[src/rtl/regfile_write_sched_pkg.sv]
// Shared types for the register-file write scheduler: destination ids and buffered MC results.
package regfile_write_sched_pkg;

    localparam int REG_COUNT = 32;

    typedef logic [4:0] reg_id_t;

    typedef struct packed {
        reg_id_t     id;
        logic [31:0] data;
    } mc_wr_t;

endpackage

[src/rtl/regfile_wr_fifo.sv]
// Synchronous FIFO holding MC results until the register-file write port has a free slot.
module regfile_wr_fifo
    import regfile_write_sched_pkg::*;
#(
    parameter int DEPTH = 2
) (
    input  logic   clk,
    input  logic   rst,
    input  logic   push_i,
    input  mc_wr_t din_i,
    input  logic   pop_i,
    output logic   full_o,
    output logic   empty_o,
    output mc_wr_t head_o
);

    localparam int AW = $clog2(DEPTH);

    mc_wr_t         mem_q [DEPTH];
    logic [AW-1:0]  wr_ptr_q, wr_ptr_d;
    logic [AW-1:0]  rd_ptr_q, rd_ptr_d;
    logic [AW:0]    count_q, count_d;

    assign full_o  = (count_q == (AW+1)'(DEPTH));
    assign empty_o = (count_q == '0);
    assign head_o  = mem_q[rd_ptr_q];

    // Power-of-two depth lets the pointers wrap on plain overflow.
    always_comb begin
        wr_ptr_d = wr_ptr_q;
        rd_ptr_d = rd_ptr_q;
        count_d  = count_q;
        if (push_i) begin
            wr_ptr_d = wr_ptr_q + AW'(1);
        end
        if (pop_i) begin
            rd_ptr_d = rd_ptr_q + AW'(1);
        end
        if (push_i && !pop_i) begin
            count_d = count_q + (AW+1)'(1);
        end else if (!push_i && pop_i) begin
            count_d = count_q - (AW+1)'(1);
        end
    end

    always_ff @(posedge clk) begin
        if (rst) begin
            wr_ptr_q <= '0;
            rd_ptr_q <= '0;
            count_q  <= '0;
        end else begin
            wr_ptr_q <= wr_ptr_d;
            rd_ptr_q <= rd_ptr_d;
            count_q  <= count_d;
        end
    end

    always_ff @(posedge clk) begin
        if (push_i) begin
            mem_q[wr_ptr_q] <= din_i;
        end
    end

endmodule

[src/rtl/regfile_write_sched.sv]
// Arbitrates the single register-file write port between WB (priority) and buffered MC results.
// Optional same-cycle MC bypass when the buffer is empty: define REGFILE_SCHED_BYPASS_EN.
module regfile_write_sched
    import regfile_write_sched_pkg::*;
#(
    parameter int MC_BUF_DEPTH = 2,
    parameter int STARVE_LIMIT = 4
) (
    input  logic        clk,
    input  logic        rst,
    input  logic        wb_valid,
    input  logic [4:0]  wb_id,
    input  logic [31:0] wb_data,
    input  logic        mc_valid,
    output logic        mc_ready,
    input  logic [4:0]  mc_id,
    input  logic [31:0] mc_data,
    input  logic        issue_valid,
    input  logic        issue_mc,
    input  logic [4:0]  issue_rd,
    input  logic [4:0]  issue_rs1,
    input  logic [4:0]  issue_rs2,
    output logic        issue_stall,
    output logic        stall_pipe,
    output logic        write_en,
    output logic [4:0]  write_id,
    output logic [31:0] write_data
);

    localparam logic [3:0] STARVE_LAST = 4'(STARVE_LIMIT - 1);

    logic                  wb_hold;
    logic                  buf_full, buf_empty;
    mc_wr_t                buf_head, buf_din;
    logic                  push, pop, bypass;
    logic [REG_COUNT-1:0]  pending_q, pending_d;
    logic [3:0]            starve_q, starve_d;
    logic                  stall_pipe_q, stall_pipe_d;

    assign wb_hold     = wb_valid && (wb_id != '0);
    assign mc_ready    = !rst && !buf_full;
    // id 0 results are accepted on the handshake but never stored.
    assign push        = mc_valid && mc_ready && (mc_id != '0) && !bypass;
    assign buf_din     = '{id: mc_id, data: mc_data};
    assign issue_stall = issue_valid &&
                         (pending_q[issue_rs1] | pending_q[issue_rs2] | pending_q[issue_rd]);
    assign stall_pipe  = stall_pipe_q;

    regfile_wr_fifo #(
        .DEPTH (MC_BUF_DEPTH)
    ) u_fifo (
        .clk     (clk),
        .rst     (rst),
        .push_i  (push),
        .din_i   (buf_din),
        .pop_i   (pop),
        .full_o  (buf_full),
        .empty_o (buf_empty),
        .head_o  (buf_head)
    );

    always_comb begin
        write_en   = 1'b0;
        write_id   = '0;
        write_data = '0;
        pop        = 1'b0;
        bypass     = 1'b0;
        if (!rst) begin
            if (wb_hold) begin
                write_en   = 1'b1;
                write_id   = wb_id;
                write_data = wb_data;
            end else if (!buf_empty) begin
                write_en   = 1'b1;
                write_id   = buf_head.id;
                write_data = buf_head.data;
                pop        = 1'b1;
            end
`ifdef REGFILE_SCHED_BYPASS_EN
            else if (mc_valid && (mc_id != '0)) begin
                write_en   = 1'b1;
                write_id   = mc_id;
                write_data = mc_data;
                bypass     = 1'b1;
            end
`endif
        end
    end

    // A new MC issue on the same id overrides a retiring write, so set is applied last.
    always_comb begin
        pending_d = pending_q;
        if (pop) begin
            pending_d[buf_head.id] = 1'b0;
        end
        if (bypass) begin
            pending_d[mc_id] = 1'b0;
        end
        if (issue_valid && issue_mc && !issue_stall && (issue_rd != '0)) begin
            pending_d[issue_rd] = 1'b1;
        end
        pending_d[0] = 1'b0;
    end

    always_comb begin
        starve_d     = starve_q;
        stall_pipe_d = 1'b0;
        if (buf_empty || pop) begin
            starve_d = '0;
        end else if (wb_hold) begin
            if (starve_q == STARVE_LAST) begin
                stall_pipe_d = 1'b1;
                starve_d     = '0;
            end else begin
                starve_d = starve_q + 4'd1;
            end
        end
    end

    always_ff @(posedge clk) begin
        if (rst) begin
            pending_q    <= '0;
            starve_q     <= '0;
            stall_pipe_q <= 1'b0;
        end else begin
            pending_q    <= pending_d;
            starve_q     <= starve_d;
            stall_pipe_q <= stall_pipe_d;
        end
    end

endmodule
[config.mk]
export PLATFORM = sky130hd
export DESIGN_NAME = regfile_write_sched
export DESIGN_NICKNAME = d
export VERILOG_FILES = /design/src/rtl/regfile_write_sched_pkg.sv /design/src/rtl/regfile_wr_fifo.sv /design/src/rtl/regfile_write_sched.sv
export SDC_FILE = /design/constraint.sdc
export NUM_CORES = 1
export LEC_CHECK = 0
export ABC_AREA = 1
export BUFFER_PORTS_ARGS = -buffer_cell sky130_fd_sc_hd__buf_2
export CORE_AREA = 2 2 94 119
export DETAILED_ROUTE_END_ITERATION = 6
export DIE_AREA = 0 0 96 121
export MAX_ROUTING_LAYER = met4
export PLACE_DENSITY = 0.85
export SYNTH_ARGS = -nofsm -noshare
export SYNTH_HDL_FRONTEND = slang
export SYNTH_SLANG_ARGS = --single-unit
[constraint.sdc]
create_clock -name clk -period 5.89 [get_ports clk]
set_input_delay 0.8835 -clock clk [delete_from_list [all_inputs] [get_ports clk]]
set_output_delay 0.8835 -clock clk [all_outputs]
set_load 0.02 [all_outputs]
### Word level (Yosys, flattened, before mapping)

Memories as Yosys holds them, arrays and structs flattened. A register that Yosys moved wholly into a read port is not among the register bits.
Cells that the tools add are included.

| cells by class | value |
|---|---|
| bitwise gates (word level) | 6 |
| muxes and demuxes | 31 |
| reduce and logical (&&, ||, !) cells | 25 |
| equality and inequality tests | 2 |
| $lt $le $gt $ge | 6 |
| $add $sub $neg | 5 |

Operators with widths:

| cell | number |
|---|---|
| $mux W32 | 5 |
| $and A32 B32 Y32 | 1 |
| $not A32 Y32 | 1 |
| $or A32 B32 Y32 | 1 |
| $lt A5 B6 Y1 const B | 4 |
| $bmux W1 S5 | 3 |
| $mux W1 | 15 |
| $mux W5 | 3 |
| $reduce_bool A5 Y1 | 3 |
| $logic_and A1 B1 Y1 | 12 |
| $demux W1 S5 | 2 |
| $ge A5 B1 Y1 const B | 2 |
| $logic_not A1 Y1 | 5 |
| $add A4 B1 Y4 const B | 1 |
| $eq A4 B2 Y1 const B | 1 |
| $mux W2 | 2 |
| $mux W4 | 1 |
| $reduce_or A3 Y1 | 1 |
| $add A1 B1 Y1 const B | 2 |
| $add A2 B1 Y2 const B | 1 |
| $eq A2 B2 Y1 const B | 1 |
| $logic_not A2 Y1 | 1 |
| $or A1 B1 Y1 | 2 |
| $reduce_bool A2 Y1 | 1 |
| 4 further kinds | 4 |

| word-level totals | value |
|---|---|
| output and inout port bits | 41 |
| memories | 1 |
| bits in registers | 41 |
| word-level logic and storage cells | 83 |
| bits in writable memories | 74 |

Memory list:

| name | words | bits a word | read ports | clocked after Yosys merged registers in | write ports | line | text |
|---|---|---|---|---|---|---|---|
| u_fifo.mem_q | 2 | 37 | 1 | 1 | 1 | regfile_wr_fifo.sv:19 | `mc_wr_t mem_q [DEPTH];` |

### Longest topological paths before layout

Gate-level depths: netlist (run 1).

| depth | value |
|---|---|
| depth in word-level cells | 9 |
| depth in mapped cells | 14 |

### By module

From an unflattened synthesis (run 1), not the netlist that was laid out.

| unflattened totals | value |
|---|---|
| cell total of the unflattened synthesis | 685 |
| area, all modules | 6303.5 µm² |

Modules (own cells, without submodules):

| module | cells an instance | area an instance (µm²) | times used |
|---|---|---|---|
| regfile_write_sched | 537 | 3254.4 | 1 |
| regfile_wr_fifo | 148 | 3049.2 | 1 |

### Least setup slack after synthesis (run 1)

No wires, ideal clock.

| timing path | value |
|---|---|
| kind | input-to-reg |
| start | input port rst |
| end | memory u_fifo.mem_q[1][0] (netlist bit), enable pin |
| setup slack | 2.101 ns |
| library setup time | 0.433 ns |
| data required time | 5.457 ns |
| stages on the path | 6 |
| arrival | 3.357 ns |
| path through | clkbuf_1 -> a21oi_1 -> nand2_1 -> nor2_1 -> inv_1 -> nor2_1 |

| between the ends | value |
|---|---|
| cells in the longest elaborated chain, start to end | 6 |

Ends and longest elaborated chain:

| element | line | text |
|---|---|---|
| start: declaration | regfile_write_sched.sv:10 | `input logic rst,` |
| $logic_not A1 Y1 | - |  |
| $logic_and A1 B1 Y1 | regfile_write_sched.sv:41 | `assign mc_ready = !rst && !buf_full;` |
| net mc_ready | regfile_write_sched.sv:15 | `output logic mc_ready,` |
| $logic_and A1 B1 Y1 (2 in a row) | regfile_write_sched.sv:43 | `assign push = mc_valid && mc_ready && (mc_id != '0) && !bypass;` |
| net push | regfile_write_sched.sv:35 | `logic push, pop, bypass;` |
| $mux W1 | regfile_wr_fifo.sv:59 | `if (push_i) begin` |
| $mux W1 (implied by the code) | regfile_wr_fifo.sv:60 | `mem_q[wr_ptr_q] <= din_i;` |
| end: declaration | regfile_wr_fifo.sv:19 |  |

The timed path passes the listed nets, and every way through them passes these cells.

### Final worst setup path (run 1)

| timing path | value |
|---|---|
| start | input port issue_rd[0] |
| end | output port issue_stall |

| between the ends | value |
|---|---|
| cells in the longest elaborated chain, start to end | 4 |

Ends and longest elaborated chain:

| element | line | text |
|---|---|---|
| start: declaration | regfile_write_sched.sv:20 | `input logic [4:0] issue_rd,` |
| $bmux W1 S5 | regfile_write_sched.sv:46 | `(pending_q[issue_rs1] \| pending_q[issue_rs2] \| pending_q[issue_rd]);` |
| $mux W1 (implied by the code) | regfile_write_sched.sv:46 |  |
| $or A1 B1 Y1 | regfile_write_sched.sv:46 |  |
| $logic_and A1 B1 Y1 | regfile_write_sched.sv:45 | `assign issue_stall = issue_valid &&` |
| end: declaration | regfile_write_sched.sv:23 | `output logic issue_stall,` |

Every way passes these cells. The select of a mux whose other input is x is not followed.

==> impl_metrics.ini, run 1 <==
[sta]
max_freq_ghz = 0.2580
rsz0062_at_grt = false
hold_violations = 0
drv_slew = 0
period_needed_ns = 3.876
worst_pin_slew_ns = 1.315
tns_ns = 0
period_share = 0.6580
slew_headroom = 0.1222
setup_violations = 0
fin_skew_ns = 0.007902
setup_ws_ns = 2.014

[clock_network]
cts_sinks = 115
cts_max_level = 4
clk_pin_slew_worst_paths_ns = 0.06
clk_latency_ns = 0.41
numCtsBuffers = 17
holdBufCountCts = 0
cts_resized = 0
cts_setup_buffers = 0
cts_root_buf = clkbuf_16
tritoncts = yes
cts.path.max_buffers = 2

[power_and_ir_drop]
ir_drop_mv = 0.2896
p_leak_nw = 2.964
p_total_w = 0.002221
power.density_nw_per_um2 = 303.6

[route]
drt-vias-per-instance = 5.889
detail_route.wl_per_cell_um = 16.15
dr.pass1.iters = 5
drc_errors = 0
wl_um = 15810
drt_iter0_drc = 411
ant_nets = 0
num_vias = 5765

[floorplanning]
placementRows = 42
die_w_um = 96
die_area_um2 = 11620
die_height_um = 121
initial_utilization = 0.5835
ios = 136
core-area_um2 = 10460

[run]
max_cap_viol_count = 0

[grt]
grt_max_degree = 42
grtUsageMet1 = 0.3275
grt_pass1_wl_um = 25460
grt_use_met2 = 0.4748
grt.busiest_layer = met2
grt_use_met3 = 0.07578
antenna_found_initial = 0
grt_usage = 0.2913
grt-ovfl-total = 0
grt_pass1_vias = 5563

[layout]
final_cell_mix = 135 x buf_2, 105 x nand2_1, 94 x nand3_1
nets = 931
drive_gt1_frac = 0.2255
layout_commonest_cell = buf_2
n_antenna_cell = 0
area_growth_pct = 19.87

[worst_setup_path]
worstSetupPathType = in2out
critical_path_required_ns = 5.01
crit_path_end_kind = primary output
arrival_ns = 2.99
startpoint_type = input pin
crit_buf_inv = 3
cp_slowest_stage_delay_ns = 0.57
path_cells = buf_2, nand2_1, inv_1, nand2_1, o21ai_0, nor2_1, nor2_1, nor2_1, nand2_1, nor2_4, a21boi_0, buf_2
crit_fanout = 32
slowest_stage = nor2_4
cp_top_family = simple AND/OR/NAND/NOR gates

[logic_synthesis]
synth_edf_count = 74
synth-async-reset-ratio = 0
ys_warn_count = 0
syn_area_um2 = 6102
synth_seq_cells = 115
syn_area_per_cell_um2 = 8.511
synthesis.nets = 814
synth-main-ff-cell = edfxtp_1
syn-instance-count = 717
ys_seq_area_frac = 0.4987
synth_cell_types = 33

[min_path]
hold_path.class = reg2reg

[place]
place_congestion = 0.9477
port_buffers = 135
place_hpwl_um = 10930
place_ws_ns = 2.034

[status]
status = finished, final reports clean
-- flip-flops by register name (all words and copies together), names as in the netlist, named ones only --
signal           count
stall_pipe           1
u_fifo.mem_q        74
u_fifo.count_q       2
starve_q             4
pending_q           31
u_fifo.wr_ptr_q      1
u_fifo.rd_ptr_q      1
-- area by class of cell --
cell class | count | area [µm²]
fill | 775 | 3143
sequential | 115 | 3044
inverter | 75 | 281.5
clock inverter | 15 | 181.4
clock buffer | 17 | 425.4
timing repair buffer | 136 | 683.2
tap | 132 | 165.2
multi-input combinational | 489 | 2534
-- cells by family (layout without fill, tap and decap cells) --
kind of cell	count (synthesis)	after routing	share of synthesized area
AOI/OAI and AO/OA	135	135	0.1136
muxes	32	32	0.05249
adders and majority gates	2	2	0.004100
xor gates and xnor gates	2	2	0.002871
DFF	115	115	0.4987
and+or+nand+nor	318	318	0.2397
buffers and inverters	113	243	0.08858
-- metal layers --
layer	vias up	share of wire
met2	326	0.52
met4	0	0.029
met5	-	0
met3	46	0.081
li1	2717	-
met1	2676	0.37
-- report_power, final --
part	internal, W	total (W)	switching (W)
clock	0.000667	0.00104	0.000375
combinational	0.0000873	0.000270	0.000183
sequential	0.000889	0.000908	0.0000185
total	0.00164	0.00222	0.000577
-- worst reg2reg max path, delay by kind of cell (launching register included) --
family,cells,cell delay (ns)
AO/OA/AOI/OAI,3,0.53
AND/OR/NAND/NOR,3,0.81
flip-flops,1,1.06
buffers and inverters,2,0.30
-- per-stage QoR --
step | util | instances | cell area (µm²) | hold WS, ns
3_3_place_gp | 0.6414 | 947 | 6708 | 0.4250
6_report | 0.6995 | 979 | 7315 | 0.4558
4_1_cts | 0.6995 | 979 | 7315 | 0.4537
5_1_grt | 0.6995 | 979 | 7315 | 0.4843
2_1_floorplan | - | 717 | 6102 | 0.4254
3_5_place_dp | 0.6414 | 947 | 6708 | 0.4397
-- cells in the mapped netlist, types with 2 or more instances --
cell	instances	share of area
nand2_1	105	0.065
nand3_1	94	0.077
o21ai_0	77	0.063
edfxtp_1	74	0.36
inv_1	69	0.042
nor2_1	62	0.038
a21oi_1	49	0.040
dfxtp_1	41	0.13
mux2i_1	32	0.052
nand4_1	31	0.032
clkbuf_1	16	0.0098
buf_6	8	0.015
nand2_2	8	0.0082
nor3_1	8	0.0066
buf_4	6	0.0074
inv_2	5	0.0031
or2_2	5	0.0051
buf_2	3	0.0025
clkbuf_8	3	0.0068
buf_1	2	0.0012
ha_1	2	0.0041
nor2_4	2	0.0037
nor3b_1	2	0.0025
o211ai_1	2	0.0025
o22ai_1	2	0.0021
xor2_1	2	0.0029
-- path summary, 6_finish.rpt --
path / startpoint / endpoint / slack, ns / cells past startpoint
worst max-delay path: issue_rd[0] / issue_stall / 2.01 / 12
worst min-delay path: u_fifo.rd_ptr_q / flop / 0.46 / 1
worst max register to register: flop / pending_q[8] / 3.05 / 8
worst min register to register: u_fifo.rd_ptr_q / flop / 0.46 / 1
Power figures use the tool's default switching activity.
==> run 2, diff against run 1 <==
--- a/config.mk
+++ b/config.mk
@@ -5,13 +5,13 @@
 export SDC_FILE = /design/constraint.sdc
 export NUM_CORES = 1
 export LEC_CHECK = 0
-export ABC_AREA = 1
+export ABC_AREA = 0
 export BUFFER_PORTS_ARGS = -buffer_cell sky130_fd_sc_hd__buf_2
-export CORE_AREA = 2 2 94 119
+export CORE_AREA = 2 2 97 123
 export DETAILED_ROUTE_END_ITERATION = 6
-export DIE_AREA = 0 0 96 121
+export DIE_AREA = 0 0 99 125
 export MAX_ROUTING_LAYER = met4
-export PLACE_DENSITY = 0.85
+export PLACE_DENSITY = 0.8
 export SYNTH_ARGS = -nofsm -noshare
 export SYNTH_HDL_FRONTEND = slang
 export SYNTH_SLANG_ARGS = --single-unit
==> constraint.sdc (replaced) <==
create_clock -name clk -period 3.9 [get_ports clk]
set_input_delay 0.585 -clock clk [delete_from_list [all_inputs] [get_ports clk]]
set_output_delay 0.585 -clock clk [all_outputs]
set_load 0.02 [all_outputs]
==> impl_metrics.ini, run 2 <==
[status]
status = finished, violations left
violations = DRC

[run]
max_cap_viol_count = 0

[worst_setup_path]
arrival_ns = 2.66
worstSetupPathType = in2out
critical_path_required_ns = 3.31
crit_fanout = 11
startpoint_type = input pin
crit_path_end_kind = primary output

[route]
drt_iter0_drc = 260
ant_nets = 0
drc_errors = 2
drt-vias-per-instance = 6.048
num_vias = 4941
dr.pass1.iters = 7
wl_um = 15370
detail_route.wl_per_cell_um = 18.82

[sta]
worst_pin_slew_ns = 0.8596
setup_violations = 0
drv_slew = 0
rsz0062_at_grt = false
tns_ns = 0
hold_violations = 0
max_freq_ghz = 0.3086
slew_headroom = 0.4270
setup_ws_ns = 0.6591
period_share = 0.8310
fin_skew_ns = 0.007531
timing.hold.ws_ns = 0.3573
period_needed_ns = 3.241

[logic_synthesis]
synth_area_leaders = edfxtp_1 37%, dfxtp_1 14%, mux2i_1 8.4%
synth-async-reset-ratio = 0
syn_area_per_cell_um2 = 11.16
synth_seq_cells = 115
syn_area_um2 = 6058
synth_top_area_share = 0.3668
synth_most_common_cell = edfxtp_1
ys_warn_count = 0
synth_edf_count = 74
synthesis.nets = 640
syn-instance-count = 543
synth_top_area_cell = edfxtp_1
ys_seq_area_frac = 0.5023
synth-main-ff-cell = edfxtp_1
ys_top_cells_by_count = 74 x edfxtp_1, 56 x nand2_1, 51 x mux2i_1
synth_cell_types = 62

[place]
place_congestion = 1.001
place_ws_ns = 0.6902
place_hpwl_um = 10910
port_buffers = 135

[floorplanning]
initial_utilization = 0.5368
core-area_um2 = 11290
die_w_um = 99
die_area_um2 = 12380
placementRows = 44
die_height_um = 125
ios = 136

[power_and_ir_drop]
p_leak_nw = 2.868
ir_drop_mv = 0.3855
power.density_nw_per_um2 = 470.3

[clock_network]
cts_setup_buffers = 0
tritoncts = yes
holdBufCountCts = 0
cts_resized = 0
clk_pin_slew_worst_paths_ns = 0.06
cts.path.max_buffers = 2
cts_root_buf = clkbuf_16
cts_max_level = 4
cts_sinks = 115
clk_latency_ns = 0.41
numCtsBuffers = 17

[layout]
reg_top3 = u_fifo.mem_q: 74 flops, pending_q: 31 flops, starve_q: 4 flops
fillCellCount = 834
largest_reg_flops = 74
n_antenna_cell = 0
layout_commonest_cell = buf_2
nets = 763
final_cell_mix = 135 x buf_2, 74 x edfxtp_1, 56 x nand2_1
largest_register = u_fifo.mem_q
drive_gt1_frac = 0.3063
area_growth_pct = 21.13
fin_util = 0.6502

[grt]
grt_usage = 0.2597
grt-ovfl-total = 0
grt_pass1_wl_um = 24610
antenna_found_initial = 0
grt_pass1_vias = 5005
grt_max_degree = 47

[min_path]
hold_path.class = in2reg
-- run 2: power breakdown --
part	internal [W]	switching [W]	total, W	leakage, nW
sequential	0.00136	0.0000416	0.00140	1.01
clock	0.000956	0.000583	0.00154	0.280
combinational	0.000189	0.000324	0.000513	1.58
total	0.00250	0.000948	0.00345	2.87
-- run 2: routing by layer --
layer  up-vias  share of wire  GRT usage
li1       2302              -          -
met1      2327           0.39     0.3094
met2       272           0.50     0.4177
met3        40          0.079    0.05366
met4         0          0.031     0.1281
met5         -              0          -
-- run 2: cell type report --
type / instances / area (µm²) / share of cell area
timing repair buffer: 142 / 728.2 / 0.09923
multi-input combinational: 380 / 2759 / 0.3760
sequential: 115 / 3044 / 0.4148
tap: 138 / 172.7 / 0.02353
clock buffer: 17 / 425.4 / 0.05797
clock inverter: 15 / 171.4 / 0.02336
inverter: 10 / 37.54 / 0.005115
-- run 2: cell families (layout without fill, tap and decap cells) --
| group | Yosys count | count (layout) | synth area share |
|---|---|---|---|
| buffers and inverters | 48 | 184 | 0.04399 |
| muxes | 69 | 69 | 0.1429 |
| and+or+nand+nor | 170 | 170 | 0.1580 |
| DFF | 115 | 115 | 0.5023 |
| AOI/OAI and AO/OA | 134 | 134 | 0.1415 |
| adders and majority gates | 2 | 2 | 0.004130 |
| xor gates and xnor gates | 5 | 5 | 0.007228 |
-- run 2: path summary, 6_finish.rpt --
kind / slack, ns / end / start / cells after the start
max: 0.66 / issue_stall / issue_rs1[1] / 8
min: 0.36 / u_fifo.mem_q[1][19] / mc_data[19] / 1
max reg2reg: 1.30 / pending_q[29] / pending_q[16] / 7
min reg2reg: 0.48 / starve_q[0] / starve_q[0] / 1
-- run 2: worst max-delay path, stage by stage --
cell       delay (ns)
buf_2            0.24
nor2b_1          0.07
a2111oi_0        0.50
a2111oi_1        0.14
a2111oi_2        0.45
nand4_2          0.17
o31a_1           0.31
buf_2            0.17
-- run 2: per-stage QoR --
stage	std cells	instance area [µm²]	power, W
final	817	7338	0.003451
after global routing	817	7338	0.003571
after detailed placement	785	6741	0.001930
after CTS	817	7338	0.003468
after floorplan	543	6058	0.001760
after global placement	785	6741	0.001910
==> run 3, diff against run 2 <==
--- a/config.mk
+++ b/config.mk
@@ -5,13 +5,13 @@
 export SDC_FILE = /design/constraint.sdc
 export NUM_CORES = 1
 export LEC_CHECK = 0
-export ABC_AREA = 0
+export ABC_AREA = 1
 export BUFFER_PORTS_ARGS = -buffer_cell sky130_fd_sc_hd__buf_2
-export CORE_AREA = 2 2 97 123
+export CORE_AREA = 2 2 103 130
 export DETAILED_ROUTE_END_ITERATION = 6
-export DIE_AREA = 0 0 99 125
+export DIE_AREA = 0 0 105 132
 export MAX_ROUTING_LAYER = met4
-export PLACE_DENSITY = 0.8
+export PLACE_DENSITY = 0.75
 export SYNTH_ARGS = -nofsm -noshare
 export SYNTH_HDL_FRONTEND = slang
 export SYNTH_SLANG_ARGS = --single-unit
==> constraint.sdc (replaced) <==
create_clock -name clk -period 2.93 [get_ports clk]
set_input_delay 0.4395 -clock clk [delete_from_list [all_inputs] [get_ports clk]]
set_output_delay 0.4395 -clock clk [all_outputs]
set_load 0.02 [all_outputs]
==> impl_metrics.ini, run 3 (synthesis results as in run 1) <==
[clock_network]
cts_root_buf = clkbuf_16
cts_max_level = 4
cts_setup_buffers = 0
numCtsBuffers = 17
cts.path.max_buffers = 2
tritoncts = yes
cts_resized = 0
clk_latency_ns = 0.41
clk_pin_slew_worst_paths_ns = 0.05
cts_sinks = 115
holdBufCountCts = 0

[floorplanning]
die_w_um = 105
die_area_um2 = 13860
initial_utilization = 0.4863
placementRows = 46
core-area_um2 = 12550
ios = 136
die_height_um = 132

[layout]
area_growth_pct = 21.43
fillCellCount = 1171
fin_util = 0.5905
reg_top3 = u_fifo.mem_q: 74 flops, pending_q: 31 flops, starve_q: 4 flops
final_cell_mix = 135 x buf_2, 105 x nand2_1, 94 x nand3_1
postLayoutCellArea_um2 = 7410
n_antenna_cell = 0
nets = 943
largest_reg_flops = 74
layout_commonest_cell = buf_2
drive_gt1_frac = 0.2317
largest_register = u_fifo.mem_q

[grt]
grt_usage = 0.2425
grt_pass1_vias = 5413
grt_use_met2 = 0.4264
grt_pass1_wl_um = 26000
antenna_found_initial = 0
grt_use_met3 = 0.05091
grt-ovfl-total = 0
grt_max_degree = 42
grt.busiest_layer = met2
grtUsageMet1 = 0.2704

[run]
max_cap_viol_count = 0

[status]
status = finished, final reports clean

[place]
place_hpwl_um = 11450
placed_area_um2 = 6868
port_buffers = 135
place_congestion = 0.9695
place_ws_ns = 0.3458

[power_and_ir_drop]
seqPwrFrac = 0.423
power.density_nw_per_um2 = 575.6
p_leak_nw = 3.004
ir_drop_mv = 0.4924
combPwrFrac = 0.138
switching_share = 0.2664
p_int_w = 0.003129
p_clk_frac = 0.439
p_sw_w = 0.001136

[worst_setup_path]
critical_path_required_ns = 2.49
endpoint = issue_stall
worstSetupPathType = in2out
ff2ff_setup_slack_ns = 0.94
crit_start = issue_rd[0]
r2r_cells = 9
startpoint_type = input pin
arrival_ns = 2.15
r2r_end = u_fifo.count_q[1]
reg2reg_from = u_fifo.count_q[1]
crit_fanout = 15
crit_path_end_kind = primary output

[sta]
fin_skew_ns = 0.007172
drv_slew = 0
rsz0062_at_grt = false
setup_violations = 0
hold_violations = 0
tns_ns = 0
max_freq_ghz = 0.3868
setup_ws_ns = 0.3448
period_needed_ns = 2.585
slew_headroom = 0.3492
period_share = 0.8823
worst_pin_slew_ns = 0.9752
timing.hold.ws_ns = 0.2173

[route]
ant_nets = 0
num_vias = 5653
detail_route.wl_per_cell_um = 15.95
drt_iter0_drc = 439
wl_um = 16380
drt-vias-per-instance = 5.504
dr.pass1.iters = 5
drc_errors = 0

[min_path]
hold_path.class = in2reg
hold_start = mc_data[18]
## run 3: cell count changes in the layout (fill, tap and decap cells not counted), sizes merged, moves of 28 or more
cell | before | now
nand3 | 6 | 94
inv | 17 | 76
nand2 | 59 | 113
nor2 | 19 | 64
a21oi | 11 | 50
nand4 | 4 | 32
## run 3: critical path, stage by stage
cell      delay [ns]
buf_2           0.12
nand2_1         0.34
nor2_1          0.20
a21oi_1         0.06
nand2_1         0.07
nand2_1         0.05
nand2_1         0.06
clkinv_1        0.06
nand2_1         0.10
nor2_4          0.05
a21boi_0        0.35
buf_2           0.25
## run 3: final cells by class
type / instances / area (µm²) / share of cell area
inverters: 75 / 281.5 / 0.03799
multi-input cells: 489 / 2534 / 0.3419
repair buffers: 148 / 798.3 / 0.1077
clock buffers: 17 / 425.4 / 0.05741
clock inverters: 15 / 116.4 / 0.01570
well taps: 168 / 210.2 / 0.02837
flip-flops and latches: 115 / 3044 / 0.4108
## run 3: worst min-delay path by stage
stage	endpoint	depth (start not counted)
after global placement	flop	1
final	u_fifo.mem_q[0][18]	1
after floorplan	flop	1
after detailed placement	flop	1
after global routing	u_fifo.mem_q[1][9]	1
after CTS	u_fifo.mem_q[0][18]	1
## run 3: through the flow
stage / power [W] / std cells
final: 0.004265 / 1027
after global routing: 0.004408 / 1027
after CTS: 0.004277 / 1027
after detailed placement: 0.002417 / 995
after global placement: 0.002408 / 995
after floorplan: 0.002211 / 717
## run 3: metal layers
metal  part of all wire  vias up
met4              0.021        0
li1                   -     2742
met2               0.52      246
met5                  0        -
met1               0.39     2631
met3              0.071       34
## run 3: power groups by stage
| stage | clock network [W] | registers [W] | logic (W) |
|---|---|---|---|
| 6_report | 0.00187 | 0.00180 | 0.000586 |
| 5_1_grt | 0.00196 | 0.00181 | 0.000642 |
| 4_1_cts | 0.00189 | 0.00180 | 0.000584 |
| 3_5_place_dp | 0 | 0.00184 | 0.000579 |
| 3_3_place_gp | 0 | 0.00183 | 0.000573 |
| 2_1_floorplan | 0 | 0.00183 | 0.000379 |
